<file path="config.mk">
export PLATFORM = sky130hd
export DESIGN_NAME = iob_axi_burst_planner
export DESIGN_NICKNAME = d
export VERILOG_FILES = /design/src/rtl/iob_axi_burst_planner.sv
export SDC_FILE = /design/constraint.sdc
export NUM_CORES = 1
export LEC_CHECK = 0
export BUFFER_PORTS_ARGS = -buffer_cell sky130_fd_sc_hd__buf_2
export CAP_MARGIN = 10
export CORE_AREA = 2 2 137 139
export DETAILED_ROUTE_END_ITERATION = 10
export DIE_AREA = 0 0 139 141
export HOLD_SLACK_MARGIN = 0.12
export PLACE_DENSITY = 0.53
export SYNTH_ARGS = -nofsm -noshare
export SYNTH_HDL_FRONTEND = slang
export SYNTH_SLANG_ARGS = --single-unit
</file>
<file path="constraint.sdc">
create_clock -name clk_i -period 10.6 [get_ports clk_i]
set_input_delay 2.12 -clock clk_i [delete_from_list [all_inputs] [get_ports clk_i]]
set_output_delay 2.12 -clock clk_i [all_outputs]
set_load 0.02 [all_outputs]
</file>
<file path="src/rtl/iob_axi_burst_planner.sv">
// -----------------------------------------------------------------------------
// iob_axi_burst_planner
//
// Splits one transfer command (start byte address, word count, direction) into
// a sequence of AXI-legal burst descriptors. A burst never exceeds
// 2^AXI_LEN_W beats and never crosses a 2^BOUNDARY_W-byte boundary. At most
// MAX_OUTST bursts may be issued and not yet completed at any time.
//
// Ports:
//   clk_i, rst_i     clock, asynchronous active-high reset
//   cke_i            clock enable; 0 freezes all registers and blocks handshakes
//   cmd_*            command channel (valid/ready, addr, len in words, dir)
//   burst_*_o        burst descriptor channel (valid, addr, len = beats-1,
//                    dir, last), burst_ready_i from the AXI engine
//   burst_done_i     one-cycle pulse per completed burst
//   burst_error_i    completion error, sampled with burst_done_i
//   busy_o           command in progress
//   done_o           one-cycle pulse in the first idle cycle after a command
//   error_o          sticky error for the current/last command
// -----------------------------------------------------------------------------
module iob_axi_burst_planner #(
  parameter int ADDR_W     = 32,
  parameter int DATA_W     = 32,
  parameter int LEN_W      = 16,
  parameter int AXI_LEN_W  = 8,
  parameter int BOUNDARY_W = 12,
  parameter int MAX_OUTST  = 4
) (
  input  logic                 clk_i,
  input  logic                 rst_i,
  input  logic                 cke_i,
  input  logic                 cmd_valid_i,
  output logic                 cmd_ready_o,
  input  logic [ADDR_W-1:0]    cmd_addr_i,
  input  logic [LEN_W-1:0]     cmd_len_i,
  input  logic                 cmd_dir_i,
  output logic                 burst_valid_o,
  input  logic                 burst_ready_i,
  output logic [ADDR_W-1:0]    burst_addr_o,
  output logic [AXI_LEN_W-1:0] burst_len_o,
  output logic                 burst_dir_o,
  output logic                 burst_last_o,
  input  logic                 burst_done_i,
  input  logic                 burst_error_i,
  output logic                 busy_o,
  output logic                 done_o,
  output logic                 error_o
);

  localparam int OFF  = $clog2(DATA_W / 8);
  localparam int WA_W = ADDR_W - OFF;      // word address width
  localparam int BW   = BOUNDARY_W - OFF;  // boundary size in word-address bits
  localparam int CW0  = (LEN_W > AXI_LEN_W) ? LEN_W : AXI_LEN_W;
  localparam int CW   = ((CW0 > BW) ? CW0 : BW) + 1;  // sizing arithmetic width
  localparam int OW   = $clog2(MAX_OUTST + 1);

  localparam logic [CW-1:0] MAX_BEATS = CW'(1) << AXI_LEN_W;
  localparam logic [CW-1:0] BND_WORDS = CW'(1) << BW;
  localparam logic [OW-1:0] OUTST_LIM = OW'(MAX_OUTST);

  typedef enum logic [1:0] {
    IDLE  = 2'd0,
    ISSUE = 2'd1,
    DRAIN = 2'd2
  } state_t;

  state_t          state_q, state_d;
  logic [WA_W-1:0] waddr_q, waddr_d;
  logic [LEN_W-1:0] rem_q, rem_d;
  logic [OW-1:0]   outst_q, outst_d;
  logic            dir_q, dir_d;
  logic            err_q, err_d;
  logic            done_q, done_d;

  // ---------------------------------------------------------------------------
  // Burst sizing: smallest of remaining words, AXI max burst, and words left
  // before the next boundary.
  // ---------------------------------------------------------------------------
  logic [CW-1:0] rem_ext;
  logic [CW-1:0] to_bnd;
  logic [CW-1:0] beats_a;
  logic [CW-1:0] beats;

  assign rem_ext = CW'(rem_q);
  assign to_bnd  = BND_WORDS - CW'(waddr_q[BW-1:0]);
  assign beats_a = (rem_ext < MAX_BEATS) ? rem_ext : MAX_BEATS;
  assign beats   = (beats_a < to_bnd) ? beats_a : to_bnd;

  logic issue_ok;
  logic hs;
  logic done_dec;

  assign issue_ok = (state_q == ISSUE) && cke_i && (outst_q < OUTST_LIM);
  assign hs       = issue_ok && burst_ready_i;
  // Completions with nothing outstanding are stale (e.g. after a reset) and dropped.
  assign done_dec = burst_done_i && (outst_q != '0);

  // Length and last are gated to the ISSUE state so that idle outputs read 0
  // instead of the (beats-1) underflow produced by rem = 0.
  assign burst_valid_o = issue_ok;
  assign burst_addr_o  = ADDR_W'(waddr_q) << OFF;
  assign burst_len_o   = (state_q == ISSUE) ? AXI_LEN_W'(beats - CW'(1)) : '0;
  assign burst_last_o  = (state_q == ISSUE) && (beats == rem_ext);
  assign burst_dir_o   = dir_q;
  assign busy_o        = (state_q != IDLE);
  assign done_o        = done_q;
  assign error_o       = err_q;

  // ---------------------------------------------------------------------------
  // Next-state logic
  // ---------------------------------------------------------------------------
  always_comb begin
    // NOTE: every signal assigned here gets a default first, so no path can
    // leave one unassigned and infer a latch.
    state_d     = state_q;
    waddr_d     = waddr_q;
    rem_d       = rem_q;
    dir_d       = dir_q;
    err_d       = err_q;
    done_d      = 1'b0;
    outst_d     = outst_q;
    cmd_ready_o = 1'b0;

    // Issue and completion in the same cycle cancel out.
    case ({hs, done_dec})
      2'b10:   outst_d = outst_q + OW'(1);
      2'b01:   outst_d = outst_q - OW'(1);
      default: outst_d = outst_q;
    endcase

    if (done_dec && burst_error_i) begin
      err_d = 1'b1;
    end

    case (state_q)
      IDLE: begin
        cmd_ready_o = cke_i;
        if (cmd_valid_i && cke_i) begin
          err_d = 1'b0;
          if (cmd_len_i == '0) begin
            done_d = 1'b1;
          end else begin
            waddr_d = WA_W'(cmd_addr_i >> OFF);
            rem_d   = cmd_len_i;
            dir_d   = cmd_dir_i;
            state_d = ISSUE;
          end
        end
      end
      ISSUE: begin
        if (hs) begin
          waddr_d = waddr_q + WA_W'(beats);
          rem_d   = rem_q - LEN_W'(beats);
          if (rem_d == '0) begin
            state_d = DRAIN;
          end
        end
      end
      DRAIN: begin
        if (outst_d == '0) begin
          state_d = IDLE;
          done_d  = 1'b1;
        end
      end
      default: state_d = IDLE;
    endcase
  end

  // ---------------------------------------------------------------------------
  // State registers
  // ---------------------------------------------------------------------------
  // NOTE: sequential state uses non-blocking assignments so every register
  // samples pre-edge values regardless of process evaluation order.
  always_ff @(posedge clk_i or posedge rst_i) begin
    if (rst_i) begin
      state_q <= IDLE;
      waddr_q <= '0;
      rem_q   <= '0;
      outst_q <= '0;
      dir_q   <= 1'b0;
      err_q   <= 1'b0;
      done_q  <= 1'b0;
    end else if (cke_i) begin
      state_q <= state_d;
      waddr_q <= waddr_d;
      rem_q   <= rem_d;
      outst_q <= outst_d;
      dir_q   <= dir_d;
      err_q   <= err_d;
      done_q  <= done_d;
    end
  end

endmodule
</file>
Word level (Yosys, flattened, before mapping) --
Index checks and enable logic that the tools add are counted.
Word-level totals: bits in registers 54, bits in latches 0, RAM bits 0, ROM bits 0, output and inout port bits 47, memories 0
Cells by class: $add $sub $neg 6, multipliers 0, div/mod/pow operators 0, magnitude comparators 3, equal/unequal tests 10, shift-type cells 0, multiplexer cells 26, bitwise logic cells 1, reduce and logical (&&, ||, !) cells 17
Operators with widths (count):
- $mux W30 | 3
- $mux W16 | 4
- $pmux W30 S2 | 1
- $logic_not A16 Y1 | 2
- $pmux W16 S2 | 1
- $add A30 B17 Y30 | 1
- $eq A17 B16 Y1 | 1
- $lt A16 B17 Y1 | 1
- $mux W17 | 1
- $lt A16 B9 Y1 const B | 1
- $sub A16 B16 Y16 | 1
- $sub A11 B10 Y12 const A | 1
- $mux W2 | 5
- $mux W8 | 1
- $ne A2 B2 Y1 const B | 4
- $sub A8 B1 Y8 const B | 1
- $logic_and A1 B1 Y1 | 7
- $mux W1 | 7
- $pmux W2 S3 | 1
- $pmux W3 S2 | 1
- $reduce_and A6 Y1 | 1
- $reduce_and A5 Y1 | 1
- $eq A2 B1 Y1 const B | 2
- $eq A2 B2 Y1 const B | 2
- 11 further kinds | 12

Logic depth before layout (Yosys ltp) --
Gate-level depths: netlist of the first run.
depth after elaboration 9, gate-level depth with buffers 25

Worst setup path after synthesis of the first run --
Ideal clock, no wire load.
kind register -> output, from register waddr_q[0], to output port burst_last_o, arrival time 4.689 ns, data required time 8.480 ns, slack 3.791 ns, stages on the path, launching flop included 20, buffers on the path 2, cell sequence dfrtp_1 -> inv_1 -> ha_1 -> xnor2_1 -> inv_1 -> ha_1 -> a21o_1 -> a21o_1 -> a21oi_1 -> nor3_1 -> nor4_2 -> buf_6 -> buf_2 -> nand2_1 -> o21ai_1 -> inv_1 -> ha_1 -> nand4_1 -> or4_1 -> nor4_1
Between the ends: longest elaborated chain between the ends 5
Ends and longest elaborated chain:
- start: declaration | line 68 | logic [WA_W-1:0] waddr_q, waddr_d;
- start signal: assignment | line 185 | waddr_q <= waddr_d;
- $sub A11 B10 Y12 * | line 85 | assign to_bnd = BND_WORDS - CW'(waddr_q[BW-1:0]);
- $lt A16 B17 Y1 | line 87 | assign beats = (beats_a < to_bnd) ? beats_a : to_bnd;
- $mux W17 * | line 87
- $eq A17 B16 Y1 * | line 103 | assign burst_last_o = (state_q == ISSUE) && (beats == rem_ext);
- $logic_and A1 B1 Y1 * | line 103
- end: declaration | line 42 | output logic burst_last_o,
Mark *: on every way between the ends. The rest lies on a longest branch, timed or not.

Worst setup path after layout of the first run --
Ends and elaborated chain as after synthesis.

==> results of run 1 <==
worst reg2reg max path: stages (launching register included):
cell	delay, ns
dfrtp_1	0.56
inv_1	0.11
ha_1	0.29
xnor2_1	0.30
inv_1	0.10
ha_1	0.30
a21o_1	0.16
a21o_1	0.17
a21oi_1	0.15
nor3_1	0.10
nor4_4	0.24
buf_4	0.33
o21ai_0	0.29
ha_1	0.32
fa_1	0.41
a21o_1	0.17
a21o_1	0.21
a21oi_1	0.27
nor3_1	0.14
o211ai_1	0.43
a21oi_1	0.31
a311oi_1	0.33
a311oi_1	0.08
registers in the layout, indices dropped and copies added (netlist names):
name,cells
outst_q,3
burst_dir_o,1
error_o,1
rem_q,16
state_q,2
waddr_q,30
done_o,1
report_power, final:
part | switching (mW) | internal (mW)
sequential | 0.129 | 0.298
combinational | 1.11 | 0.709
clock | 0.0812 | 0.111
worst paths after layout:
check / from / end / cells after the start
worst max-delay path: waddr_q[0] / burst_last_o / 19
worst min-delay path: burst_dir_o / burst_dir_o / 2
worst max register to register: waddr_q[0] / waddr_q[22] / 22
worst min register to register: burst_dir_o / burst_dir_o / 2
max in group asynchronous: rst_i / waddr_q[7] / 3
min in group asynchronous: rst_i / waddr_q[29] / 3
cell usage in the layout, fill, tap and decap left out, types with 5 or more instances in the layout:
cell,count
a211oi_1,6
a21o_1,18
a21oi_1,48
a311oi_1,7
a31oi_1,9
and2_1,5
and3_1,12
buf_2,98
buf_4,6
clkbuf_16,5
conb_1,15
dfrtp_1,54
ha_1,46
inv_1,35
mux2i_1,11
nand2_1,72
nand2b_1,7
nand3_1,18
nand4_1,9
nor2_1,60
nor2b_1,7
nor3_1,29
nor4_1,6
o211ai_1,5
o21a_1,8
o21ai_0,41
o21ai_1,5
o22ai_1,14
or4_1,6
xnor2_1,22
xor2_1,15
metal layers:
metal,share of wire [%],vias up,global-route usage (%)
li1,-,2658,-
met1,50,2491,23.9
met2,45,107,27.1
met3,3.7,9,2.17
met4,1.0,0,3.46
met5,0,-,0
layout make-up:
type	count	area (um^2)	share of cell area (%)
Multi-Input combinational cell	573	3790	60.4
Clock buffer	5	125	1.99
Sequential cell	54	1350	21.5
Clock inverter	3	40.0	0.638
Timing Repair Buffer	104	536	8.53
Tap cell	234	293	4.66
Inverter	37	139	2.21
cell families after synthesis:
kind of cell / after synthesis / share of synthesized area [%]
DFF: 54 / 25.3
buffers and inverters: 64 / 4.87
adders and majority gates: 49 / 11.9
muxes: 18 / 3.89
other: 2 / 0.141
xor gates and xnor gates: 37 / 6.07
AOI/OAI and AO/OA: 196 / 24.0
and+or+nand+nor: 258 / 23.9
==> reports/results.tsv, run 1 <==
metric	value	unit
status	finished, final reports clean	
rsz0062_at_grt	no	
stdcell_count	1010	
period_share	66.8	%
hold_ws	0.479	ns
die_x	139	um
via_per_inst	5.21	
synth_top_area_cell	dfrtp_1	
syn_to_final_growth	17.5	%
grt_overflow	0	
finalClockSkew	0.00437	ns
maxSlewHeadroom	22.2	%
dr.pass1.iters	4	
synth_warnings	0	
root_buffer	clkbuf_16	
antenna_found_initial	0	
fin_util	34.4	%
endpoint_kind	primary output	
synth.avg_cell_area	7.88	um^2
worstPathRequired	8.48	ns
post-cts-setup-buffers	0	
async_flop_share	100	%
synth_edf_count	0	
crit_family	simple AND/OR/NAND/NOR gates	
die_y	141	um
gr-usage-all-layers	16.7	%
fillCellCount	2024	
vias	5265	
port_buffers	98	
synthTopCellsByCount	nand2_1, nor2_1, dfrtp_1	
slowest_stage	dfrtp_1	
synthTopCellsByArea	dfrtp_1, ha_1, nand2_1, a21oi_1, nor2_1	
post-synth-top-count-cell	nand2_1	
grt_max_degree	64	
dp.cells	1002	
fin_area	6280	um^2
ys_ff_latch	54	
htree_levels	2	
fmax	141	MHz
maxCapViolCount	0	
hold_path.class	flip-flop to flip-flop	
placed_cell_area	6110	um^2
final.setup.tns	0	ns
wl_per_cell	16.2	um
first_iter_violations	275	
routed_wl	16.4	mm
synthDistinctLibCells	70	
path_cells	inv_1, ha_1, xnor2_1, inv_1, ha_1, a21o_1, a21o_1, a21oi_1, nor3_1, nor4_4, buf_4, nand2_1, o21ai_1, inv_1, ha_1, nand4_1, or4_1, nor4_1, buf_2	
tightest_slew	1.16	ns
initial_utilization	29.2	%
ant_nets	0	
syn_area	5340	um^2
core-area	18300	um^2
synthFlopType	dfrtp_1	
timing.reg2reg.setup_slack	4.67	ns
setup_viol	0	
drc	0	
p_per_area	388	nW/um^2
cts_tree	built	
dieArea	19600	um^2
clk_path_buf_depth	2	
gp_congestion	0.828	
leakage	2.97	nW
grt_pass1_vias	5071	
critPathMaxStageDelay	0.56	ns
path_class	flip-flop to primary output	
io_pins	103	
setup.worst_path.start_class	flip-flop	
total_power	2.44	mW
diodes	0	
fin_ws	3.52	ns
synth_top_area_share	25.3	%
syn_inst	678	
cts.sinks	54	
cp.arrival	4.96	ns
drive_above_1_share	17.4	%
dp_hpwl	12.6	mm
cp.buffers_inverters	5	
rows	50	
grt_first_pass_wirelength	26.8	mm
timing.final.crit_period	7.08	ns
hold_viol_final	0	
peakVddDrop	0.000113	V
clkSlewWorstSetupHoldPaths	0.07	ns
cts_resized	0	
cp_max_fo	22	
clk_latency	0.30	ns
preCtsSetupSlack	3.84	ns
fin_nets	880	
ys_seq_area_share	25.3	%
hold_buffers	0	
slew_viol_final	0	
cts_buffers	5	
(Power assumes the default switching activity.)
==> run 2: changes to the inputs <==
--- a/config.mk
+++ b/config.mk
@@ -5,11 +5,12 @@
 export SDC_FILE = /design/constraint.sdc
 export NUM_CORES = 1
 export LEC_CHECK = 0
+export ABC_AREA = 1
 export BUFFER_PORTS_ARGS = -buffer_cell sky130_fd_sc_hd__buf_2
 export CAP_MARGIN = 10
-export CORE_AREA = 2 2 137 139
+export CORE_AREA = 2 2 142 144
 export DETAILED_ROUTE_END_ITERATION = 10
-export DIE_AREA = 0 0 139 141
+export DIE_AREA = 0 0 144 146
 export HOLD_SLACK_MARGIN = 0.12
 export PLACE_DENSITY = 0.53
 export SYNTH_ARGS = -nofsm -noshare
==> constraint.sdc (replaced) <==
create_clock -name clk_i -period 6.75 [get_ports clk_i]
set_input_delay 1.35 -clock clk_i [delete_from_list [all_inputs] [get_ports clk_i]]
set_output_delay 1.35 -clock clk_i [all_outputs]
set_load 0.02 [all_outputs]
==> run 2 against run 1 <==
  * Combinational power up 58%
  * Die area grew 7.3%
  * Final area increased by 8.0%
  * Register-to-register slack got worse by 3.1 ns
  * Critical path depth is 4 higher
  * Sequential share of layout area fell by 1.6 points
  * Clock-buffer cell count did not move
  * Clock power grew 70%
  * Flip-flop and latch count did not move
  * Total power rose by 60%
  * Final cell count increased by 28%
==> reports/results.tsv, run 2 <==
metric	value	unit	change
largest_reg_flops	30		unchanged
port_buffers	98		unchanged
dieArea	21000	um^2	was 19600 um^2
period_share	85.7	%	
synth_top_area_share	23.4	%	was 25.3%
p_per_area	573	nW/um^2	was 388 nW/um^2
cts_tree	built		unchanged
dr.pass1.iters	5		was 4
synth_edf_count	0		unchanged
final.setup.tns	0	ns	unchanged
worstHoldEndpoint	done_o		was burst_dir_o
drive_above_1_share	13.5	%	was 17.4%
grt_max_degree	55		was 64
diodes	0		unchanged
initial_utilization	29.9	%	was 29.2%
antenna_found_initial	0		unchanged
hold_path.class	flip-flop to flip-flop		unchanged
finalClockSkew	0.00887	ns	was 0.00437 ns
top_register	waddr_q		unchanged
post-synth-top-count-cell	nand2_1		unchanged
peakVddDrop	0.000212	V	was 0.000113 V
routed_wl	18.7	mm	was 16.4 mm
grt_first_pass_wirelength	29.8	mm	was 26.8 mm
synth.avg_cell_area	6.24	um^2	was 7.88 um^2
ys_seq_area_share	23.4	%	was 25.3%
hold_path_startpoint	done_o		was burst_dir_o
setup_viol	0		unchanged
hold_ws	0.503	ns	was 0.479 ns
slew_viol_final	0		unchanged
first_iter_violations	369		was 275
worstPathRequired	5.40	ns	was 8.48 ns
rsz0062_at_grt	no		unchanged
cts_buffers	5		unchanged
synth_top_area_cell	dfrtp_1		unchanged
synthDistinctLibCells	47		was 70
endpoint_kind	primary output		unchanged
synthTopCellsByArea	dfrtp_1, nand2_1, ha_1, inv_1, nor2_1		was dfrtp_1, ha_1, nand2_1, a21oi_1, nor2_1
status	finished, final reports clean		unchanged
io_pins	103		unchanged
path_class	flip-flop to primary output		unchanged
ant_nets	0		unchanged
core-area	19300	um^2	was 18300 um^2
ys_ff_latch	54		unchanged
maxCapViolCount	0		unchanged
root_buffer	clkbuf_16		unchanged
clk_path_buf_depth	2		unchanged
die_x	144	um	was 139 um
setup.worst_path.start_class	flip-flop		unchanged
fmax	173	MHz	
fin_nets	1134		was 880
syn_inst	928		was 678
timing.final.crit_period	5.78	ns	
synthFlopType	dfrtp_1		unchanged
rows	51		was 50
vias	6170		was 5265
clk_latency	0.31	ns	was 0.30 ns
hold_buffers	0		unchanged
maxSlewHeadroom	47.6	%	was 22.2%
async_flop_share	100	%	unchanged
whs_path_depth	2		unchanged
synthTopCellsByCount	nand2_1, inv_1, nor2_1		was nand2_1, nor2_1, dfrtp_1
fin_ws	0.968	ns	was 3.52 ns
post-cts-setup-buffers	0		unchanged
tightest_slew	0.787	ns	was 1.16 ns
wl_per_cell	14.4	um	was 16.2 um
die_y	146	um	was 141 um
clkSlewWorstSetupHoldPaths	0.08	ns	was 0.07 ns
htree_levels	2		unchanged
cp_max_fo	13		was 22
hold_viol_final	0		unchanged
preCtsSetupSlack	1.35	ns	was 3.84 ns
layout_commonest_cell	nand2_1		was buf_2
syn_to_final_growth	17.1	%	was 17.5%
dp_hpwl	14.6	mm	was 12.6 mm
cts_resized	0		unchanged
r2r_cells	29		was 22
fillCellCount	2191		was 2024
r2r_end	waddr_q[28]		was waddr_q[22]
timing.reg2reg.setup_slack	1.58	ns	was 4.67 ns
grt_overflow	0		unchanged
grt_pass1_vias	5804		was 5071
final_cell_mix	nand2_1, nor2_1, inv_1, buf_2, o21ai_0		was buf_2, nand2_1, nor2_1, dfrtp_1, a21oi_1
syn_area	5790	um^2	was 5340 um^2
cts.sinks	54		unchanged
gp_congestion	0.830		was 0.828
gr-usage-all-layers	17.9	%	was 16.7%
synth_warnings	0		unchanged
cp.arrival	4.43	ns	was 4.96 ns
via_per_inst	4.76		was 5.21
leakage	3.62	nW	was 2.97 nW
drc	0		unchanged
reg.largest.list	waddr_q: 30 flops, rem_q: 16 flops, outst_q: 3 flops		unchanged
r2r-start	waddr_q[0]		unchanged
-- run 2: per-layer routing --
layer  global-route usage (%)  up-vias  part of all wire [%]
li1                         -     3228                     -
met1                     25.7     2795                    50
met2                     28.9      137                    45
met3                     2.53       10                   4.7
met4                     3.19        0                  0.82
met5                        0        -                     0
-- run 2: final cells by class --
type / count / area [um^2] / area share [%]
inverter: 122 / 458 / 6.76
tap: 265 / 332 / 4.89
clock inverter: 3 / 47.5 / 0.701
clock buffer: 5 / 125 / 1.85
sequential: 54 / 1350 / 19.9
multi-input combinational: 741 / 3920 / 57.9
timing repair buffer: 105 / 543 / 8.01
-- run 2: power by group --
part / internal (mW) / total [mW] / switching, mW
clock network: 0.178 / 0.327 / 0.148
logic: 0.962 / 2.88 / 1.92
registers: 0.482 / 0.676 / 0.194
-- run 2: worst max-delay path by stage --
stage | start | to | slack [ns] | depth (start not counted)
global route | waddr_q[0] | burst_last_o | 0.42 | 23
CTS | waddr_q[0] | burst_last_o | 0.96 | 24
global placement | waddr_q[0] | burst_last_o | 1.39 | 23
detailed placement | waddr_q[0] | burst_last_o | 1.35 | 24
floorplan | waddr_q[0] | burst_last_o | 1.67 | 25
finish | waddr_q[0] | burst_last_o | 0.97 | 23
-- run 2: cells by family (layout without fill, tap and decap cells) --
| family | after synthesis | in the layout | share of synthesized area, % |
|---|---|---|---|
| xor gates and xnor gates | 20 | 20 | 3.03 |
| buffers and inverters | 146 | 235 | 9.82 |
| other | 2 | 15 | 0.130 |
| DFF | 54 | 54 | 23.4 |
| AOI/OAI and AO/OA | 170 | 170 | 16.4 |
| muxes | 1 | 1 | 0.195 |
| and+or+nand+nor | 486 | 486 | 36.1 |
| adders and majority gates | 49 | 49 | 11.0 |
-- run 2: worst max-delay path: stages (launching register included) --
cell     delay [ns]
dfrtp_1        0.49
inv_1          0.10
ha_1           0.20
nand2_1        0.07
nor2_1         0.21
nand4_1        0.19
o21ai_0        0.19
nand2_1        0.09
ha_1           0.30
a21o_1         0.18
nor2_1         0.11
nand2_1        0.06
nand2_1        0.21
nand3_4        0.23
inv_1          0.14
nand2_1        0.07
o21ai_2        0.12
inv_1          0.07
ha_1           0.37
nand2_1        0.11
nor2_1         0.15
nand4_1        0.11
nor3_1         0.15
buf_2          0.20
-- run 2: through the flow --
step	total power, mW	area [um^2]	utilization (%)	instances
2_1_floorplan	2.77	5840	-	941
3_3_place_gp	3.53	6610	34.2	1287
3_5_place_dp	3.55	6610	34.2	1287
4_1_cts	3.89	6780	35.1	1295
5_1_grt	4.31	6780	35.1	1295
6_report	3.89	6780	35.1	1295
==> run 3: changes to the inputs <==
--- a/config.mk
+++ b/config.mk
@@ -8,11 +8,12 @@
 export ABC_AREA = 1
 export BUFFER_PORTS_ARGS = -buffer_cell sky130_fd_sc_hd__buf_2
 export CAP_MARGIN = 10
-export CORE_AREA = 2 2 142 144
+export CORE_AREA = 2 2 170 122
+export CTS_BUF_LIST = sky130_fd_sc_hd__clkbuf_2
 export DETAILED_ROUTE_END_ITERATION = 10
-export DIE_AREA = 0 0 144 146
+export DIE_AREA = 0 0 172 124
 export HOLD_SLACK_MARGIN = 0.12
-export PLACE_DENSITY = 0.53
+export PLACE_DENSITY = 0.52
 export SYNTH_ARGS = -nofsm -noshare
 export SYNTH_HDL_FRONTEND = slang
 export SYNTH_SLANG_ARGS = --single-unit
==> run 3 against run 2 <==
  * Worst setup slack got worse by 0.40 ns
  * First-iteration DRC count grew 54%
  * Maximum frequency decreased by 6.5%
  * Final cell count grew 0.23%
  * Largest cell class unchanged
  * Clock skew up 0.052 ns
  * Combinational power grew 2%
  * Die area grew 1.4%
  * Clock-buffer cell count did not move
  * Hold slack better by 0.028 ns
  * Final area down 1.6%
==> reports/results.tsv, run 3 (synthesized netlist as in run 2, its figures left out) <==
metric	value	unit	change
path_class	flip-flop to primary output		unchanged
dieArea	21300	um^2	was 21000 um^2
hold_path.class	flip-flop to flip-flop		unchanged
grt_overflow	0		unchanged
rsz0062_at_grt	no		unchanged
gp_congestion	0.884		was 0.830
post-cts-setup-buffers	0		unchanged
setup.worst_path.start_class	flip-flop		unchanged
final_cell_mix	nand2_1, nor2_1, inv_1, buf_2, o21ai_0		unchanged
maxSlewHeadroom	46.0	%	was 47.6%
die_y	124	um	was 146 um
first_iter_violations	570		was 369
io_pins	103		unchanged
die_x	172	um	was 144 um
r2r-start	waddr_q[0]		unchanged
fin_util	34.1	%	was 35.1%
hold_path_startpoint	done_o		unchanged
r2r_cells	30		was 29
grt_first_pass_wirelength	31.6	mm	was 29.8 mm
status	finished, final reports clean		unchanged
worstPathRequired	5.40	ns	about the same
fmax	162	MHz	was 173 MHz
layout_commonest_cell	nand2_1		unchanged
grt_pass1_vias	5771		was 5804
cp_max_fo	13		unchanged
timing.final.crit_period	6.19	ns	was 5.78 ns
period_share	91.6	%	was 85.7%
cts_buffers	5		unchanged
fillCellCount	2288		was 2191
reg.largest.list	waddr_q: 30 flops, rem_q: 16 flops, outst_q: 3 flops		unchanged
port_buffers	98		unchanged
diodes	0		unchanged
largest_reg_flops	30		unchanged
hold_ws	0.531	ns	was 0.503 ns
p_per_area	570	nW/um^2	was 573 nW/um^2
timing.reg2reg.setup_slack	1.41	ns	was 1.58 ns
hold_buffers	0		unchanged
fin_nets	1133		was 1134
drc	0		unchanged
cts_resized	0		unchanged
top_register	waddr_q		unchanged
htree_levels	2		unchanged
gr-usage-all-layers	19.3	%	was 17.9%
worstHoldEndpoint	done_o		unchanged
antenna_found_initial	1		was 0
r2r_end	waddr_q[28]		unchanged
whs_path_depth	2		unchanged
cts.sinks	54		unchanged
slew_viol_final	0		unchanged
cp.arrival	4.84	ns	was 4.43 ns
leakage	3.57	nW	was 3.62 nW
core-area	19600	um^2	was 19300 um^2
hold_viol_final	0		unchanged
ant_nets	0		unchanged
routed_wl	19.8	mm	was 18.7 mm
root_buffer	clkbuf_2		was clkbuf_16
drive_above_1_share	13.4	%	was 13.5%
via_per_inst	4.83		was 4.76
tightest_slew	0.809	ns	was 0.787 ns
cts_tree	built		unchanged
initial_utilization	29.5	%	was 29.9%
clk_latency	0.57	ns	was 0.31 ns
syn_to_final_growth	15.2	%	was 17.1%
vias	6264		was 6170
grt_max_degree	55		unchanged
maxCapViolCount	0		unchanged
wl_per_cell	15.2	um	was 14.4 um
final.setup.tns	0	ns	unchanged
rows	43		was 51
total_power	3.80	mW	was 3.89 mW
dr.pass1.iters	5		unchanged
setup_viol	0		unchanged
clkSlewWorstSetupHoldPaths	0.37	ns	was 0.08 ns
endpoint_kind	primary output		unchanged
clk_path_buf_depth	2		unchanged
dp_hpwl	15.5	mm	was 14.6 mm
finalClockSkew	0.0609	ns	was 0.00887 ns
peakVddDrop	0.000153	V	was 0.000212 V
[run 3: cell types whose count changed in the layout (fill, tap and decap cells not counted), sizes merged]
cell	change
inv	-1
buf	-1
[run 3: metal layers]
layer | vias to the layer above | GRT usage, % | routed length, um
met5 | - | 0 | 0
met4 | 0 | 2.94 | 140
met3 | 10 | 3.50 | 1230
met2 | 162 | 25.5 | 7170
met1 | 2860 | 31.9 | 11200
li1 | 3232 | - | -
[run 3: worst max-delay path by stage]
| stage | startpoint | endpoint | slack (ns) | cells after the start |
|---|---|---|---|---|
| 5_1_grt | waddr_q[0] | burst_last_o | 0.006 | 25 |
| 3_3_place_gp | waddr_q[0] | burst_last_o | 1.30 | 23 |
| 6_report | waddr_q[0] | burst_last_o | 0.56 | 24 |
| 2_1_floorplan | waddr_q[0] | burst_last_o | 1.67 | 25 |
| 3_5_place_dp | waddr_q[0] | burst_last_o | 1.23 | 25 |
| 4_1_cts | waddr_q[0] | burst_last_o | 0.49 | 23 |
[run 3: area by class of cell]
| class | instances | area (um^2) | share of cell area [%] |
|---|---|---|---|
| timing repair buffer | 104 | 536 | 8.03 |
| sequential | 54 | 1350 | 20.3 |
| clock buffer | 5 | 25.0 | 0.375 |
| tap | 270 | 338 | 5.07 |
| inverter | 122 | 458 | 6.87 |
| multi-input combinational | 741 | 3920 | 58.8 |
| clock inverter | 2 | 38.8 | 0.582 |
[run 3: through the flow]
| stage | std cells | instance area (um^2) | setup WS [ns] |
|---|---|---|---|
| floorplan | 941 | 5840 | 1.67 |
| global placement | 1291 | 6600 | 1.30 |
| detailed placement | 1291 | 6600 | 1.23 |
| CTS | 1298 | 6670 | 0.494 |
| global route | 1298 | 6670 | 0.00580 |
| finish | 1298 | 6670 | 0.565 |
[run 3: worst max-delay path: stages (launching register included)]
cell     delay (ns)
dfrtp_2        0.55
inv_1          0.08
ha_1           0.17
nand2_1        0.06
nor2_1         0.22
nand4_1        0.21
nor3_1         0.18
inv_1          0.09
nand2_1        0.09
ha_1           0.25
a21o_1         0.18
nor2_1         0.09
nand2_1        0.05
nand2_1        0.24
nand3_4        0.26
inv_1          0.16
nand2_1        0.08
o21ai_2        0.10
inv_1          0.07
ha_1           0.37
nand2_1        0.13
nor2_1         0.13
nand4_1        0.15
nor3_1         0.16
buf_2          0.19
[run 3: report_power, final]
group,internal [mW],switching [mW],leakage (nW)
clock,0.0614,0.133,0.0390
combinational,0.958,1.97,2.88
sequential,0.480,0.200,0.650
